`config.mk`:
```
export PLATFORM = sky130hd
export DESIGN_NAME = ltc2500_nyq_averager
export DESIGN_NICKNAME = d
export VERILOG_FILES = /design/src/rtl/ltc2500_nyq_averager_pkg.sv /design/src/rtl/ltc2500_out_slot.sv /design/src/rtl/ltc2500_nyq_averager.sv
export SDC_FILE = /design/constraint.sdc
export NUM_CORES = 1
export LEC_CHECK = 0
export ABC_CLOCK_PERIOD_IN_PS = 7100
export CAP_MARGIN = 20
export CORE_ASPECT_RATIO = 0.9
export CORE_MARGIN = 3
export CORE_UTILIZATION = 62
export CTS_BUF_LIST = sky130_fd_sc_hd__clkbuf_16
export CTS_CLUSTER_DIAMETER = 120
export DETAILED_ROUTE_END_ITERATION = 10
export PLACE_DENSITY = 0.87
export REMOVE_ABC_BUFFERS = 1
export SYNTH_ARGS = -nofsm -noshare
export SYNTH_HDL_FRONTEND = slang
export SYNTH_HIERARCHICAL = 1
export SYNTH_SLANG_ARGS = --single-unit
```
`constraint.sdc`:
```
create_clock -name clk -period 7.1 [get_ports clk]
set_clock_uncertainty 0.2 [all_clocks]
set_input_delay 1.775 -clock clk [delete_from_list [all_inputs] [get_ports clk]]
set_output_delay 1.775 -clock clk [all_outputs]
set_load 0.01 [all_outputs]
```
`src/rtl/ltc2500_nyq_averager_pkg.sv`:
```
// Shared definitions for the LTC2500 Nyquist averaging path.
// These are the sample width, the largest window exponent, the derived
// accumulator width and the accumulator FSM state encoding. The controller
// and later stages use the same definitions.
package ltc2500_nyq_averager_pkg;

    localparam int DATA_W   = 20;
    localparam int LOG2_MAX = 10;
    localparam int ACC_W    = DATA_W + LOG2_MAX;

    typedef enum logic [1:0] {
        ST_IDLE  = 2'd0,
        ST_ARM   = 2'd1,
        ST_ACCUM = 2'd2
    } state_t;

endpackage

```
`src/rtl/ltc2500_out_slot.sv`:
```
// Single-entry valid/ready holding register with overrun detection.
//
// Handshake: a result transfers to the consumer on any cycle where
// out_valid && out_ready. While out_valid=1 and out_ready=0, the payload
// does not change. A new result (load) is accepted when the slot is empty
// or is being popped in the same cycle. A pop and a load in the same cycle
// keep out_valid high, so there is no bubble. Otherwise the new result is
// dropped and overrun is set. Overrun is sticky. If clear_overrun and a
// drop happen in the same cycle, the drop wins.
//
// Ports:
//   clk, reset_n                 clock, asynchronous active-low reset
//   load, load_data/sum/log2_n   incoming result strobe and payload
//   out_ready                    consumer ready
//   clear_overrun                synchronous clear of the sticky flag
//   out_valid, out_data/sum/log2_n  held result
//   overrun                      sticky drop flag
module ltc2500_out_slot #(
    parameter int DATA_W = 20,
    parameter int ACC_W  = 30
) (
    input  logic              clk,
    input  logic              reset_n,
    input  logic              load,
    input  logic [DATA_W-1:0] load_data,
    input  logic [ACC_W-1:0]  load_sum,
    input  logic [3:0]        load_log2_n,
    input  logic              out_ready,
    input  logic              clear_overrun,
    output logic              out_valid,
    output logic [DATA_W-1:0] out_data,
    output logic [ACC_W-1:0]  out_sum,
    output logic [3:0]        out_log2_n,
    output logic              overrun
);

    logic pop;
    logic accept;
    logic drop;

    assign pop    = out_valid && out_ready;
    assign accept = load && (!out_valid || out_ready);
    assign drop   = load && !accept;

    always_ff @(posedge clk or negedge reset_n) begin
        if (!reset_n) begin
            out_valid  <= 1'b0;
            out_data   <= '0;
            out_sum    <= '0;
            out_log2_n <= '0;
            overrun    <= 1'b0;
        end else begin
            if (accept) begin
                out_valid  <= 1'b1;
                out_data   <= load_data;
                out_sum    <= load_sum;
                out_log2_n <= load_log2_n;
            end else if (pop) begin
                out_valid  <= 1'b0;
            end

            if (drop) begin
                overrun <= 1'b1;
            end else if (clear_overrun) begin
                overrun <= 1'b0;
            end
        end
    end

endmodule

```
`src/rtl/ltc2500_nyq_averager.sv`:
```
// Block averager for the LTC2500 Nyquist sample stream.
// It accumulates 2^log2_n consecutive samples. It then presents the floor
// average (arithmetic shift) and the raw sum through a single-entry
// valid/ready output slot.
//
// Ports:
//   clk, reset_n     clock, asynchronous active-low reset
//   enable           1 = accumulate, 0 = abort window and idle
//   log2_n           window exponent (clamped to LOG2_MAX)
//   in_valid/in_data sample strobe and signed sample
//   out_valid/out_ready/out_data/out_sum/out_log2_n  result interface
//   overrun/clear_overrun  sticky drop flag and its clear
//   sample_cnt       samples in the current window
//   fsm_state        accumulator state, exposed for observation
module ltc2500_nyq_averager
    import ltc2500_nyq_averager_pkg::*;
#(
    parameter int DATA_W   = ltc2500_nyq_averager_pkg::DATA_W,
    parameter int LOG2_MAX = ltc2500_nyq_averager_pkg::LOG2_MAX,
    parameter int ACC_W    = DATA_W + LOG2_MAX
) (
    input  logic                clk,
    input  logic                reset_n,
    input  logic                enable,
    input  logic [3:0]          log2_n,
    input  logic                in_valid,
    input  logic [DATA_W-1:0]   in_data,
    output logic                out_valid,
    input  logic                out_ready,
    output logic [DATA_W-1:0]   out_data,
    output logic [ACC_W-1:0]    out_sum,
    output logic [3:0]          out_log2_n,
    output logic                overrun,
    input  logic                clear_overrun,
    output logic [LOG2_MAX:0]   sample_cnt,
    output state_t              fsm_state
);

    localparam int CNT_W = LOG2_MAX + 1;

    state_t                  state;
    state_t                  state_nxt;
    logic [3:0]              win_l2;
    logic [3:0]              l2_clamped;
    logic [3:0]              eff_l2;
    logic signed [ACC_W-1:0] acc;
    logic signed [ACC_W-1:0] sum_nxt;
    logic signed [ACC_W-1:0] shifted;
    logic [CNT_W-1:0]        cnt_inc;
    logic                    take;
    logic                    done;

    assign l2_clamped = (log2_n > 4'(LOG2_MAX)) ? 4'(LOG2_MAX) : log2_n;

    // The ARM cycle may already carry the first sample. At that point
    // win_l2 is still being latched, so it uses the clamped input directly.
    assign eff_l2 = (state == ST_ARM) ? l2_clamped : win_l2;

    assign take    = in_valid && enable && (state == ST_ARM || state == ST_ACCUM);
    assign sum_nxt = acc + {{(ACC_W-DATA_W){in_data[DATA_W-1]}}, in_data};
    assign cnt_inc = sample_cnt + CNT_W'(1);
    assign done    = take && (cnt_inc == (CNT_W'(1) << eff_l2));
    assign shifted = sum_nxt >>> eff_l2;

    assign fsm_state = state;

    always_ff @(posedge clk or negedge reset_n) begin
        if (!reset_n) begin
            state <= ST_IDLE;
        end else begin
            state <= state_nxt;
        end
    end

    always_comb begin
        state_nxt = state;
        case (state)
            ST_IDLE:  if (enable) state_nxt = ST_ARM;
            ST_ARM:   state_nxt = enable ? ST_ACCUM : ST_IDLE;
            ST_ACCUM: if (!enable) state_nxt = ST_IDLE;
            default:  state_nxt = ST_IDLE;
        endcase
    end

    always_ff @(posedge clk or negedge reset_n) begin
        if (!reset_n) begin
            acc        <= '0;
            sample_cnt <= '0;
            win_l2     <= '0;
        end else if (!enable || state == ST_IDLE) begin
            acc        <= '0;
            sample_cnt <= '0;
        end else begin
            if (state == ST_ARM) begin
                win_l2 <= l2_clamped;
            end
            if (done) begin
                // Window boundary: start fresh and pick up any new window size.
                acc        <= '0;
                sample_cnt <= '0;
                win_l2     <= l2_clamped;
            end else if (take) begin
                acc        <= sum_nxt;
                sample_cnt <= cnt_inc;
            end
        end
    end

    ltc2500_out_slot #(
        .DATA_W (DATA_W),
        .ACC_W  (ACC_W)
    ) u_out_slot (
        .clk           (clk),
        .reset_n       (reset_n),
        .load          (done),
        .load_data     (shifted[DATA_W-1:0]),
        .load_sum      (sum_nxt),
        .load_log2_n   (eff_l2),
        .out_ready     (out_ready),
        .clear_overrun (clear_overrun),
        .out_valid     (out_valid),
        .out_data      (out_data),
        .out_sum       (out_sum),
        .out_log2_n    (out_log2_n),
        .overrun       (overrun)
    );

endmodule
```
==> flow_summary.ini, run 1 <==
[detailed_routing]
drt_drc_violations_left = 0
drt-initial-drc-count = 823
first_pass_iters = 5
wl_per_cell_um = 20.77
antenna_left = 0
avgViaCountPerCell = 6.699
wl_mm = 23.24
vias = 7496

[final_layout]
drive_gt1_frac = 0.1435
antennaDiodeCount = 0
finalNonFillerCells = 1119
fin_util = 0.7367
area_delta_synth_final_pct = 15.18
n_fill_cell = 918
ff_latch_area_um2 = 2577
fin_nets = 1014
multiInputGateArea_um2 = 5220

[place]
dp.cells = 1103
io_buffers = 98
gp_congestion = 0.9822
pre_cts_slack_ns = 1.133
place_hpwl_mm = 16.65

[yosys]
ys_top_cells_by_area = dfrtp_1 (31%), mux2_4 (9.3%), nand2_1 (5.1%), ha_1 (5.0%), a21oi_1 (3.7%)
syn_avg_cell_area_um2 = 9.254
yosysMostFrequentCell = nand2_1
syn_inst = 887
muxShareOfSynthArea = 0.1349
synth_ff_type = dfrtp_1
synth_compound_area_frac = 0.2431
synthSimpleGateAreaFrac = 0.1662
synth_top_area_share = 0.3140
synth-edff-count = 0
yosysUniqueCellTypes = 98
synth-adder-area-share = 0.05274
synth_common_cells = nand2_1 (111), dfrtp_1 (103), a21oi_1 (61)
synth_seq_area_share = 0.3140
yosys_register_bits = 103
synth_top_family_by_area = compound AO/OA/AOI/OAI gates
synthXorXnorAreaFrac = 0.03811
netlist_area_um2 = 8208
synthArstFlopShare = 1.000
ys_warn_count = 6
yosysTopAreaCell = dfrtp_1

[clock_network]
numCtsBuffers = 9
clockBufferDepth = 2
htreeDepth = 3
cts.repair.resized = 0
clock_latency_ns = 0.36
clockRootBuffer = clkbuf_16
cts_tree = built
clk_pin_slew_ns = 0.07
cts_setup_buffers = 0
clock-sinks = 103
holdBufCountCts = 0

[worst_setup_path]
path_cells = clkdlybuf4s50_1 -> ha_1 -> fa_1 -> a21o_1 -> a221oi_2 -> o21ai_1 -> a31oi_1 -> xor2_1 -> mux4_2 -> nor2_1 -> a31oi_1 -> mux2i_1 -> mux2_4
max_stage_delay_ns = 0.49
end_kind = register
required_ns = 7.15
cp_slowest_cell = xor2_1
cp_max_fo = 6
worstPathArrival_ns = 5.75
start_kind = input port
worstSetupPathType = input port to register
crit_top_cell = a31oi_1

[power_and_ir_drop]
p_per_area_nw_per_um2 = 370.4
clockPowerShare = 0.138
switching_share = 0.4676
switchingPower_uw = 1637
power_frac_seq = 0.231
leakage_uw = 0.004244
max-vdd-ir-drop_v = 0.0002326
combPwrFrac = 0.631
intPower_uw = 1864

[min_path]
hold_class = register to register

[floorplan]
core-area_um2 = 12830
placementRows = 39
initial_core_util = 0.6396
fp.dieH_um = 115.2
io_pins = 99
fp.dieW_um = 127.3
die_area_um2 = 14660

[sta]
relSlewSlack = 0.3480
hold-worst-slack_ns = 0.2892
fmax_ghz = 0.1753
drv_slew = 0
fin_ws_ns = 1.396
worst_pin_slew_ns = 0.9757
rsz0062_at_grt = no
hold_violations = 0
min_period_over_period = 0.8034
setup_viol = 0
period_minus_slack_ns = 5.704
tns_ns = 0

[global_route]
grt-ovfl-total = 0
antenna_found_initial = 0
grt_first_pass_wirelength_mm = 37.26
grt_max_degree = 55
met3_usage = 0.05248
top_usage_layer = met2
grt_pass1_vias = 7117
grtUsageMet1 = 0.4651
grt.total_usage = 0.3168
met2_usage = 0.4802

[flow_run]
maxCapViolations = 0

[status]
status = completed
[per-layer routing]
layer  part of all wire  wire, µm
met1               0.45     10420
met5                  0         0
met2               0.44     10300
met4              0.027       626
met3              0.081      1893
[cell type report]
cell class                 instances  share of cell area
clock buffer                       9             0.02382
sequential                       103              0.2726
tap                              164             0.02170
multi-input combinational        700              0.5521
inverter                          28             0.01112
timing repair buffer             108              0.1128
clock inverter                     7            0.005823
[layout by cell type, fill, tap and decap left out, types with 19 or more instances in the layout]
cell type,Yosys,routed
nand2_1,111,111
dfrtp_1,103,103
clkdlybuf4s50_1,0,97
a21oi_1,61,61
mux2_4,51,51
o21ai_0,40,40
nor2_1,40,39
ha_1,33,33
xnor2_1,25,25
nor3_1,25,25
inv_1,24,24
a22o_1,19,19
[metrics by stage]
stage	power (µW)	instance area, µm²
floorplan	2236	7895
CTS	3452	9454
global route	3704	9454
global placement	2934	9174
detailed placement	2957	9174
finish	3502	9454
[critical path: cells and delay by family]
kind                       cells  cell delay (ns)
AOI/OAI and AO/OA              5             1.49
xor gates and xnor gates       1             0.49
adders and majority gates      2             0.66
buffers and inverters          1             0.41
muxes                          3             0.86
and+or+nand+nor                1             0.06
[sequential cells by signal (all words and copies together) (netlist names), 2 cells and up]
signal / cells
acc: 30
fsm_state: 2
sample_cnt: 11
u_out_slot/out_data: 20
u_out_slot/out_log2_n: 4
u_out_slot/out_sum: 30
win_l2: 4
[cell families after synthesis]
group                      after synthesis
AOI/OAI and AO/OA                      279
xor gates and xnor gates                34
adders and majority gates               34
buffers and inverters                   84
DFF                                    103
muxes                                   81
and+or+nand+nor                        272
[power groups by stage]
stage,clock network [µW],logic [µW],registers (µW)
2_1_floorplan,0,1400,840
3_3_place_gp,0,2120,810
3_5_place_dp,0,2140,812
4_1_cts,486,2160,806
5_1_grt,511,2370,823
6_report,483,2210,807
[worst paths after layout]
| path | startpoint | end | slack (ns) | cells past startpoint |
|---|---|---|---|---|
| max | in_data[0] | u_out_slot/out_data[4] | 1.40 | 13 |
| min | win_l2[3] | win_l2[3] | 0.29 | 2 |
| max reg2reg | fsm_state[1] | u_out_slot/out_data[19] | 2.40 | 14 |
| min reg2reg | win_l2[3] | win_l2[3] | 0.29 | 2 |
| max in group asynchronous | reset_n | sample_cnt[1] | 4.34 | 2 |
| min in group asynchronous | reset_n | acc[26] | 1.22 | 1 |
(Power assumes the default switching activity.)
==> run 2: changes to the inputs <==
--- a/config.mk
+++ b/config.mk
@@ -5,15 +5,15 @@
 export SDC_FILE = /design/constraint.sdc
 export NUM_CORES = 1
 export LEC_CHECK = 0
-export ABC_CLOCK_PERIOD_IN_PS = 7100
+export ABC_CLOCK_PERIOD_IN_PS = 4700
 export CAP_MARGIN = 20
 export CORE_ASPECT_RATIO = 0.9
 export CORE_MARGIN = 3
-export CORE_UTILIZATION = 62
+export CORE_UTILIZATION = 52
 export CTS_BUF_LIST = sky130_fd_sc_hd__clkbuf_16
 export CTS_CLUSTER_DIAMETER = 120
 export DETAILED_ROUTE_END_ITERATION = 10
-export PLACE_DENSITY = 0.87
+export PLACE_DENSITY = 0.78
 export REMOVE_ABC_BUFFERS = 1
 export SYNTH_ARGS = -nofsm -noshare
 export SYNTH_HDL_FRONTEND = slang
==> constraint.sdc (replaced) <==
create_clock -name clk -period 4.7 [get_ports clk]
set_clock_uncertainty 0.2 [all_clocks]
set_input_delay 1.175 -clock clk [delete_from_list [all_inputs] [get_ports clk]]
set_output_delay 1.175 -clock clk [all_outputs]
set_load 0.01 [all_outputs]
==> run 2 against run 1 <==
Critical endpoint is now u_out_slot/out_data[16]. Non-clock buffer count rose by 127. Die area rose by 18%. Flip-flop and latch count did not move. Clock power rose by 59%. Global-route usage fell by 2.9 points. Final cell count rose by 14%. Setup slack got worse by 1.2 ns.
==> flow_summary.ini, run 2 (synthesized netlist as in run 1, its figures left out) <==
[status]
status = completed

[final_layout]
antennaDiodeCount = 0
area_delta_synth_final_pct = 27.84
fin_nets = 1141
layout_commonest_cell = buf_4
reg_top3 = acc: 30 flops, u_out_slot/out_sum: 30 flops, u_out_slot/out_data: 20 flops
drive_gt1_frac = 0.2433
n_fill_cell = 1214
layout_common_cells = buf_4 (135), nand2_1 (111), dfrtp_1 (103)

[global_route]
grt_first_pass_wirelength_mm = 40.93
grt.total_usage = 0.2881
grt_max_degree = 53
antenna_found_initial = 0
grt_pass1_vias = 7776
grt-ovfl-total = 0

[worst_setup_path]
worstPathArrival_ns = 4.54
r2r-start = fsm_state[1]
cp_max_fo = 4
r2r_slack_ns = 0.71
start_kind = input port
required_ns = 4.74
worst-r2r-cell-count = 15
r2r-end = u_out_slot/out_sum[9]
end_kind = register
worstSetupPathType = input port to register

[clock_network]
numCtsBuffers = 9
clock_latency_ns = 0.36
htreeDepth = 3
holdBufCountCts = 0
clockBufferDepth = 2
cts_setup_buffers = 0
clock-sinks = 103
cts.repair.resized = 0
clk_pin_slew_ns = 0.07
cts_tree = built
clockRootBuffer = clkbuf_16

[sta]
hold_violations = 0
period_minus_slack_ns = 4.503
hold-worst-slack_ns = 0.2818
rsz0062_at_grt = no
tns_ns = 0
worst_pin_slew_ns = 0.7044
setup_viol = 0
min_period_over_period = 0.9581
fmax_ghz = 0.2221
relSlewSlack = 0.5304
drv_slew = 0

[min_path]
hold_class = register to register
min_to = win_l2[3]
hold_depth = 2
hp-start = win_l2[3]

[detailed_routing]
vias = 7867
antenna_left = 0
wl_per_cell_um = 19.71
wl_mm = 25.21
drt-initial-drc-count = 813
first_pass_iters = 5
avgViaCountPerCell = 6.151
drt_drc_violations_left = 0

[floorplan]
initial_core_util = 0.5442
core-area_um2 = 15080
io_pins = 99
die_area_um2 = 17330
placementRows = 42
fp.dieW_um = 138.4
fp.dieH_um = 125.2

[place]
gp_congestion = 0.9686
io_buffers = 98
place_hpwl_mm = 18.88

[power_and_ir_drop]
max-vdd-ir-drop_v = 0.0002769
leakage_uw = 0.004868
design_power_total_uw = 5777
p_per_area_nw_per_um2 = 550.6

[flow_run]
maxCapViolations = 0
[run 2: critical path: stages]
cell and delay [ns]:
clkdlybuf4s50_1 0.40, ha_1 0.23, fa_1 0.42, a21o_1 0.21
a221oi_2 0.28, o211a_2 0.29, buf_4 0.14, o2bb2ai_1 0.12
o211ai_1 0.14, a32oi_1 0.24, o311ai_0 0.21, a211oi_1 0.28
o22ai_1 0.13, mux2_4 0.27
[run 2: how the worst max path moves through the flow]
stage                     from  depth (start not counted)                 endpoint
finish              in_data[0]                         14  u_out_slot/out_data[16]
global route        in_data[1]                         15  u_out_slot/out_data[12]
floorplan            log2_n[3]                         11   u_out_slot/out_data[0]
CTS                 in_data[0]                         16  u_out_slot/out_data[12]
detailed placement  in_data[0]                         16  u_out_slot/out_data[14]
global placement    in_data[0]                         14  u_out_slot/out_data[17]
[run 2: stage by stage]
step / worst slack (ns) / instances / utilization / area (µm²)
floorplan: -0.3282 / 831 / - / 7895
global placement: -0.1148 / 1264 / 0.6756 / 10190
detailed placement: -0.1645 / 1264 / 0.6756 / 10190
CTS: 0.2030 / 1279 / 0.6947 / 10480
global route: 0.004775 / 1279 / 0.6957 / 10490
finish: 0.1967 / 1279 / 0.6957 / 10490
[run 2: power by group]
| part | switching (µW) | internal (µW) | leakage [µW] |
|---|---|---|---|
| clock network | 356 | 410 | 0.000141 |
| registers | 144 | 1080 | 0.00139 |
| logic | 2060 | 1720 | 0.00333 |
[run 2: final cells by class]
class	count	area, µm²	area share
Clock buffer	9	225.2	0.02146
Inverter	28	105.1	0.01002
Tap cell	198	247.7	0.02361
Sequential cell	103	2577	0.2456
Timing Repair Buffer	235	2044	0.1948
Clock inverter	6	62.56	0.005962
Multi-Input combinational cell	700	5230	0.4984
[run 2: layer usage]
layer | wire (µm) | share of wire | vias to the layer above | GRT usage
met1 | 11500 | 0.46 | 3751 | 0.4121
met3 | 1939 | 0.077 | 52 | 0.05727
met2 | 11180 | 0.44 | 371 | 0.4446
met4 | 589 | 0.023 | 0 | 0.08658
li1 | - | - | 3693 | -
met5 | 0 | 0 | - | 0
==> run 3: changes to the inputs <==
--- a/config.mk
+++ b/config.mk
@@ -13,6 +13,7 @@
 export CTS_BUF_LIST = sky130_fd_sc_hd__clkbuf_16
 export CTS_CLUSTER_DIAMETER = 120
 export DETAILED_ROUTE_END_ITERATION = 10
+export GPL_ROUTABILITY_DRIVEN = 0
 export PLACE_DENSITY = 0.78
 export REMOVE_ABC_BUFFERS = 1
 export SYNTH_ARGS = -nofsm -noshare
==> run 3 against run 2 <==
Clock-buffer cell count is the same. Global-route usage fell by 0.65 points. Design area shrank 0.69%. Largest power group unchanged. Routed wire length shrank 2.6%. Setup slack got worse by 0.054 ns. Final cell count decreased by 1.3%. Critical path type unchanged. Via count fell by 0.11%. Largest cell class unchanged. Combinational power fell by 1%.
==> flow_summary.ini, run 3 (synthesized netlist as in run 1, its figures left out) <==
[final_layout]
antennaDiodeCount = 0
n_fill_cell = 1149
fin_nets = 1123
fin_util = 0.6909
layout_common_cells = buf_4 (117), nand2_1 (111), dfrtp_1 (103)
drive_gt1_frac = 0.2359
layout_commonest_cell = buf_4
area_delta_synth_final_pct = 26.95
reg_top3 = acc: 30 flops, u_out_slot/out_sum: 30 flops, u_out_slot/out_data: 20 flops
finalNonFillerCells = 1262

[sta]
min_period_over_period = 0.9696
drv_slew = 0
fmax_ghz = 0.2194
hold_violations = 0
relSlewSlack = 0.4143
fin_ws_ns = 0.1428
worst_pin_slew_ns = 0.8719
rsz0062_at_grt = no
period_minus_slack_ns = 4.557
setup_viol = 0

[min_path]
hold_class = register to register
hold_depth = 2
min_to = acc[5]
hp-start = acc[5]

[worst_setup_path]
path_cells = clkdlybuf4s50_1 -> ha_1 -> fa_1 -> a21o_1 -> a221o_1 -> a211oi_2 -> nand2_1 -> a311oi_4 -> nor3_1 -> a211oi_1 -> buf_4 -> a22oi_1 -> o211ai_1 -> mux2_2
crit_family = compound AO/OA/AOI/OAI gates
cp_slowest_cell = clkdlybuf4s50_1
r2r-start = fsm_state[1]
r2r_slack_ns = 0.60
worst-r2r-cell-count = 15
max_stage_delay_ns = 0.42
cp_max_fo = 5
worstPathArrival_ns = 4.66
start_kind = input port
required_ns = 4.80
worstSetupPathType = input port to register
worst-path-buf-inv = 2
r2r-end = u_out_slot/out_sum[7]
end_kind = register

[floorplan]
io_pins = 99
fp.dieH_um = 125.2
die_area_um2 = 17330
initial_core_util = 0.5442
placementRows = 42
core-area_um2 = 15080
fp.dieW_um = 138.4

[detailed_routing]
vias = 7858
drt-initial-drc-count = 804
wl_mm = 24.54
wl_per_cell_um = 19.45
drt_drc_violations_left = 0
antenna_left = 0
avgViaCountPerCell = 6.227
first_pass_iters = 5

[place]
place_hpwl_mm = 18.17
io_buffers = 98
pre_cts_slack_ns = -0.2477
dp.cells = 1246

[global_route]
grt_pass1_vias = 7716
met2_usage = 0.4208
grt-ovfl-total = 0
top_usage_layer = met2
grtUsageMet1 = 0.4031
grt_first_pass_wirelength_mm = 40.14
antenna_found_initial = 0
grt_max_degree = 104
met3_usage = 0.05231
grt.total_usage = 0.2815

[clock_network]
cts_tree = built
clockBufferDepth = 2
cts_setup_buffers = 0
clock-sinks = 103
htreeDepth = 3
clockRootBuffer = clkbuf_16
clock_latency_ns = 0.36
numCtsBuffers = 9
clk_pin_slew_ns = 0.07

[power_and_ir_drop]
design_power_total_uw = 5781
switching_share = 0.4408
p_per_area_nw_per_um2 = 554.8
switchingPower_uw = 2548
combPwrFrac = 0.645
clockPowerShare = 0.143
max-vdd-ir-drop_v = 0.0003549
intPower_uw = 3232
power_frac_seq = 0.211
leakage_uw = 0.004809

[status]
status = completed

[flow_run]
maxCapViolations = 0
## run 3: cell types whose count changed in the layout (fill, tap and decap cells not counted), sizes merged
| cell | previous run | this run |
|---|---|---|
| clkinvlp | 1 | 0 |
| bufinv | 1 | 2 |
| inv | 30 | 31 |
| buf | 138 | 120 |
## run 3: metrics by stage
| stage | hold WS, ns | area, µm² | setup TNS [ns] |
|---|---|---|---|
| 6_report | 0.2908 | 10420 | 0 |
| 4_1_cts | 0.2948 | 10380 | 0 |
| 3_3_place_gp | 0.2635 | 10050 | -1.808 |
| 2_1_floorplan | 0.2500 | 7895 | -17.67 |
| 5_1_grt | 0.3054 | 10420 | 0 |
| 3_5_place_dp | 0.2783 | 10050 | -2.679 |
## run 3: routing by layer
layer,routed length (µm),vias to the layer above
met4,898,0
met3,1994,77
met2,10750,395
met1,10900,3742
met5,0,-
li1,-,3644
## run 3: power groups by stage
stage               sequential, µW  clock, µW  combinational [µW]
floorplan                     1270          0                2110
global placement              1230          0                3550
detailed placement            1230          0                3600
CTS                           1220        840                3620
global route                  1250        872                4000
finish                        1220        827                3730
## run 3: area by class of cell
cell class | count | area [µm²] | area share
clock buffer | 9 | 225.2 | 0.02161
clock inverter | 7 | 95.09 | 0.009126
inverter | 28 | 105.1 | 0.01009
multi-input combinational | 700 | 5260 | 0.5048
sequential | 103 | 2577 | 0.2474
tap | 198 | 247.7 | 0.02378
timing repair buffer | 217 | 1909 | 0.1832
## run 3: worst max-delay path by stage
stage                    start                 endpoint  slack [ns]  cells after the start
floorplan            log2_n[3]   u_out_slot/out_data[0]       -0.33                     11
global placement    in_data[0]   u_out_slot/out_data[4]       -0.17                     14
detailed placement  in_data[0]   u_out_slot/out_data[4]       -0.25                     14
CTS                 in_data[0]   u_out_slot/out_data[8]        0.13                     14
global route        in_data[0]   u_out_slot/out_data[0]        0.04                     14
finish              in_data[0]  u_out_slot/out_data[13]        0.14                     14
## run 3: worst min-delay path: stages, from the launching register on
cell	delay [ns]
dfrtp_1	0.35
nand2_1	0.05
o21ai_0	0.06
## run 3: repair_timing
item / CTS / global route
setup endpoints to repair: 0 / 9
resized for setup: 0 / 10
hold buffers: 0 / 0
